## src/rtl/pio_tx_fifo.sv

```systemverilog
// Transmit FIFO from the host bus into one PIO state machine's PULL path.
// Show-ahead head word, explicit occupancy count, blocking-pull stall and sticky debug flags.
module pio_tx_fifo #(
    parameter int DEPTH = 4,
    parameter int WIDTH = 32
) (
    input  logic                       clk,
    input  logic                       rst_n,
    input  logic                       wr_en,
    input  logic [WIDTH-1:0]           wr_data,
    output logic                       full,
    input  logic                       pull_req,
    input  logic                       pull_block,
    output logic [WIDTH-1:0]           pull_data,
    output logic                       pull_ack,
    output logic                       stall,
    output logic                       empty,
    output logic [$clog2(DEPTH):0]     level,
    input  logic                       flush,
    input  logic                       clr_over,
    input  logic                       clr_stall,
    output logic                       tx_over,
    output logic                       tx_stall
);
    localparam int AW = $clog2(DEPTH);
    localparam int LW = AW + 1;

    logic [WIDTH-1:0] mem [DEPTH];
    logic [AW-1:0]    wr_ptr;
    logic [AW-1:0]    rd_ptr;
    logic [LW-1:0]    level_q;
    logic             pop;
    logic             push;
    logic             over_set;
    logic             stall_set;

    assign empty = (level_q == '0);
    assign full  = (level_q == LW'(DEPTH));
    assign level = level_q;

    // A flush cycle swallows both ports so a restarting state machine sees a clean FIFO.
    assign pop       = pull_req & ~empty & ~flush;
    assign push      = wr_en & ~flush & (~full | pop);
    assign over_set  = wr_en & ~flush & full & ~pop;
    assign stall     = pull_req & pull_block & empty;
    assign stall_set = stall & ~flush;
    assign pull_ack  = pull_req & ~flush & (~empty | ~pull_block);

    // Gated to zero while empty so the port never exposes stale storage.
    assign pull_data = empty ? '0 : mem[rd_ptr];

    always_ff @(posedge clk) begin
        if (push)
            mem[wr_ptr] <= wr_data;
    end

    always_ff @(posedge clk or negedge rst_n) begin
        if (!rst_n) begin
            wr_ptr  <= '0;
            rd_ptr  <= '0;
            level_q <= '0;
        end else if (flush) begin
            wr_ptr  <= '0;
            rd_ptr  <= '0;
            level_q <= '0;
        end else begin
            if (push)
                wr_ptr <= wr_ptr + 1'b1;
            if (pop)
                rd_ptr <= rd_ptr + 1'b1;
            case ({push, pop})
                2'b10:   level_q <= level_q + 1'b1;
                2'b01:   level_q <= level_q - 1'b1;
                default: level_q <= level_q;
            endcase
        end
    end

    // Sticky flags: a set in the same cycle as a clear wins.
    always_ff @(posedge clk or negedge rst_n) begin
        if (!rst_n) begin
            tx_over  <= 1'b0;
            tx_stall <= 1'b0;
        end else begin
            if (over_set)
                tx_over <= 1'b1;
            else if (clr_over)
                tx_over <= 1'b0;
            if (stall_set)
                tx_stall <= 1'b1;
            else if (clr_stall)
                tx_stall <= 1'b0;
        end
    end
endmodule
```

## config.mk

```make
export PLATFORM = sky130hd
export DESIGN_NAME = pio_tx_fifo
export DESIGN_NICKNAME = d
export VERILOG_FILES = /design/src/rtl/pio_tx_fifo.sv
export SDC_FILE = /design/constraint.sdc
export NUM_CORES = 1
export LEC_CHECK = 0
export ABC_AREA = 1
export CORE_UTILIZATION = 30
export CTS_BUF_LIST = sky130_fd_sc_hd__clkbuf_4 sky130_fd_sc_hd__clkbuf_8 sky130_fd_sc_hd__clkbuf_16
export CTS_CLUSTER_DIAMETER = 30
export DETAILED_ROUTE_END_ITERATION = 8
export GPL_TIMING_DRIVEN = 0
export PLACE_DENSITY_LB_ADDON = 0.25
export SLEW_MARGIN = 5
export SYNTH_ARGS = -nofsm -noshare
export SYNTH_HDL_FRONTEND = slang
export SYNTH_SLANG_ARGS = --single-unit
```

## constraint.sdc

```tcl
create_clock -name clk -period 6.9 [get_ports clk]
set_clock_uncertainty 0.15 [all_clocks]
set_input_delay 0.69 -clock clk [delete_from_list [all_inputs] [get_ports clk]]
set_output_delay 0.69 -clock clk [all_outputs]
set_load 0.01 [all_outputs]
```

==> impl_metrics.env <==
export IMPL_status="complete, but fails checks"
export IMPL_failed_checks="DRC"
export IMPL_antenna_cells_inserted=0
export IMPL_drc_errors=15
export IMPL_antenna_violations_before_repair=2
export IMPL_rsz0062_at_grt="no"
export IMPL_fin_util=0.4114
export IMPL_fill_cells=1694
export IMPL_post_synth_edffs=128
export IMPL_synthFlopType="sky130_fd_sc_hd__edfxtp_1"
export IMPL_overflow_after_grt=0
export IMPL_first_global_vias=3856
export IMPL_synth_cells=458
export IMPL_yosysUniqueCellTypes=25
export IMPL_cts_hold_repair_buffers=0
export IMPL_ioPinCount=81
export IMPL_placed_inst_area_um2=6809
export IMPL_synth_yosys_seq_area_share=0.7280
export IMPL_portBuffers=80
export IMPL_tritoncts_num_buffers=17
export IMPL_cts_htree_levels=4
export IMPL_vdd_ir_drop_worst_mv=0.2087
export IMPL_cp_max_fo=10
export IMPL_path_cells="inv_2, buf_2, clkbuf_2, o21ai_1, a21oi_1, clkdlybuf4s50_1"
export IMPL_clock_tree_buffer_depth=2
export IMPL_synth_top_cells_by_count="sky130_fd_sc_hd__nor2_1, sky130_fd_sc_hd__edfxtp_1, sky130_fd_sc_hd__o21ai_1"
export IMPL_fraction_of_layout_instances_using_a_drive_strength_above_1=0.1220
export IMPL_timing_critical_path_to_type="output pin"
export IMPL_num_nets_final=606
export IMPL_fin_total_pwr_w=0.002242
export IMPL_post_synthesis_mux_area_share=0
export IMPL_synth_warnings=0
export IMPL_synth_nets=503
export IMPL_clk_insertion_delay_late_ns=0.41
export IMPL_worstMarginPinSlew_ns=0.6348
export IMPL_max_cap_violations=0
export IMPL_synth_simple_area_share=0.1251
export IMPL_placement_rows=49
export IMPL_worst_hold_path_type="reg2reg"
export IMPL_critical_path_start_type="flop"
export IMPL_initial_core_util=0.3090
export IMPL_yosys_cell_count_top_type="sky130_fd_sc_hd__nor2_1"
export IMPL_synth_area_top_cells="sky130_fd_sc_hd__edfxtp_1, sky130_fd_sc_hd__nor2_1, sky130_fd_sc_hd__o21ai_1, sky130_fd_sc_hd__dfrtp_1, sky130_fd_sc_hd__a21oi_1"
export IMPL_postCtsResizedCells=0
export IMPL_synth_top_cell_area_share=0.6877
export IMPL_cellPowerDensity_nw_per_um2=301.3
export IMPL_antenna_left=0
export IMPL_drt_first_pass_iters=9
export IMPL_critical_path_max_stage_delay_ns=0.59
export IMPL_final_period_utilization=0.4607
export IMPL_final_cell_area_um2=7441
export IMPL_fmax_mhz=314.6
export IMPL_root_driver="sky130_fd_sc_hd__clkbuf_16"
export IMPL_viasPerCell=4.675
export IMPL_detail_route_wl_per_cell_um=16.99
export IMPL_final_period_demand_of_the_worst_path_ns=3.179
export IMPL_synthesis_to_layout_area_growth_pct=33.13
export IMPL_synth_adder_area_share=0.01254
export IMPL_cts_num_sinks=137
export IMPL_timing_slew_headroom=0.5758
export IMPL_die_area_um2=19180
export IMPL_synth_compound_gate_area_share=0.09469
export IMPL_core_area_um2=18090
export IMPL_wirelength_um=13650
export IMPL_crit_required_ns=6.06
export IMPL_timing_final_hold_violations=0
export IMPL_cellLeakagePower_nw=2.620
export IMPL_synth_top_family_by_area="simple AND/OR/NAND/NOR gates"
export IMPL_die_height_um=138.5
export IMPL_gr_usage_all_layers=0.1501
export IMPL_synthArstFlopShare=0.06569
export IMPL_hold_slack_ns=0.3685
export IMPL_postSynthAreaPerCell_um2=12.20
export IMPL_synthXorXnorAreaFrac=0.001567
export IMPL_cts_setup_buffers=0
export IMPL_timing_worst_setup_path_type="reg2out"
export IMPL_clock_slew_at_reported_path_ffs_ns=0.06
export IMPL_cp_data_arrival_time_ns=2.34
export IMPL_synth_largest_area_cell="sky130_fd_sc_hd__edfxtp_1"
export IMPL_drt_iter0_drc=203
export IMPL_tritoncts_clock_tree="built"
export IMPL_slew_limit_fails=0
export IMPL_tns_ns=0
export IMPL_netlist_area_um2=5589
export IMPL_maximum_number_of_pins_on_one_net_before_global_route_repair=23
export IMPL_total_via_count_after_detailed_routing=3754
export IMPL_finalSetupViolCount=0
export IMPL_critical_path_slowest_cell="sky130_fd_sc_hd__clkdlybuf4s50_1"
export IMPL_globalplace_congestion=0.7198
export IMPL_ys_seq_elements=137
export IMPL_dp_hpwl_um=9023
export IMPL_grt_pass1_wl_um=21170
export IMPL_die_w_um=138.5
## worst paths after layout
check,startpoint,endpoint,slack [ns],depth (start not counted)
worst max-delay path,rd_ptr[0]$_DFFE_PN0P_,pull_data[28],3.72,6
worst min-delay path,tx_over$_DFFE_PN0P_,tx_over$_DFFE_PN0P_,0.37,2
worst max register to register,level[2]$_DFFE_PN0P_,mem[1][27]$_DFFE_PP_,4.70,7
worst min register to register,tx_over$_DFFE_PN0P_,tx_over$_DFFE_PN0P_,0.37,2
max in group asynchronous,rst_n,wr_ptr[0]$_DFFE_PN0P_,5.85,1
min in group asynchronous,rst_n,tx_stall$_DFFE_PN0P_,0.43,1
## registers in the layout (all words and copies together), names as in the netlist
register,cells
tx_stall,1
tx_over,1
level,3
mem,128
rd_ptr,2
wr_ptr,2
## routing by layer
| metal | track usage | share of wire | up-vias |
|---|---|---|---|
| met3 | 0.03810 | 0.060 | 24 |
| met1 | 0.1797 | 0.42 | 1814 |
| met4 | 0.07037 | 0.021 | 2 |
| met5 | 0 | 0.0010 | - |
| li1 | - | - | 1804 |
| met2 | 0.2535 | 0.50 | 110 |
## critical path: cells and delay by family, from the launching register on
family                 cells  cell delay (ns)
buffers and inverters      4             1.15
DFF                        1             0.41
AOI/OAI and AO/OA          2             0.36
## kinds of logic after synthesis
group           count (synthesis)
compound gates                105
xor+xnor                        1
simple gates                  164
fa+ha+maj                       5
flops                         137
buf+inv                        46
## where the power goes
group          total (W)  internal (W)  switching, W
Combinational   0.000333      0.000144      0.000189
Sequential      0.000950      0.000940     0.0000108
Clock           0.000959      0.000634      0.000325
Total            0.00224       0.00172      0.000524
## metrics by stage
step / worst slack, ns / std cells
2_1_floorplan: 3.849 / 458
3_3_place_gp: 1.808 / 767
3_5_place_dp: 3.758 / 771
4_1_cts: 3.663 / 803
5_1_grt: 3.599 / 803
6_report: 3.721 / 803
## cell usage in the layout, fill, tap and decap left out, types with 9 or more instances in the layout
master	n
sky130_fd_sc_hd__nor2_1	130
sky130_fd_sc_hd__edfxtp_1	128
sky130_fd_sc_hd__clkdlybuf4s50_1	80
sky130_fd_sc_hd__o21ai_1	52
sky130_fd_sc_hd__a21oi_1	34
sky130_fd_sc_hd__inv_1	18
sky130_fd_sc_hd__o21ai_0	18
sky130_fd_sc_hd__clkbuf_16	17
sky130_fd_sc_hd__nand2_1	12
sky130_fd_sc_hd__buf_2	10
sky130_fd_sc_hd__dfrtp_1	9
## area by class of cell
class                           count  area (um2)  share of cell area
Inverter                           22       82.58             0.01110
Clock buffer                       17       425.4             0.05717
Clock inverter                     15       206.4             0.02775
Tap cell                          229       286.5             0.03851
Multi-Input combinational cell    275        1338              0.1798
Sequential cell                   137        4069              0.5468
Buffer                             24       130.1             0.01749
Timing Repair Buffer               84       903.4              0.1214
No activity file was read; power rests on OpenSTA's default activity.
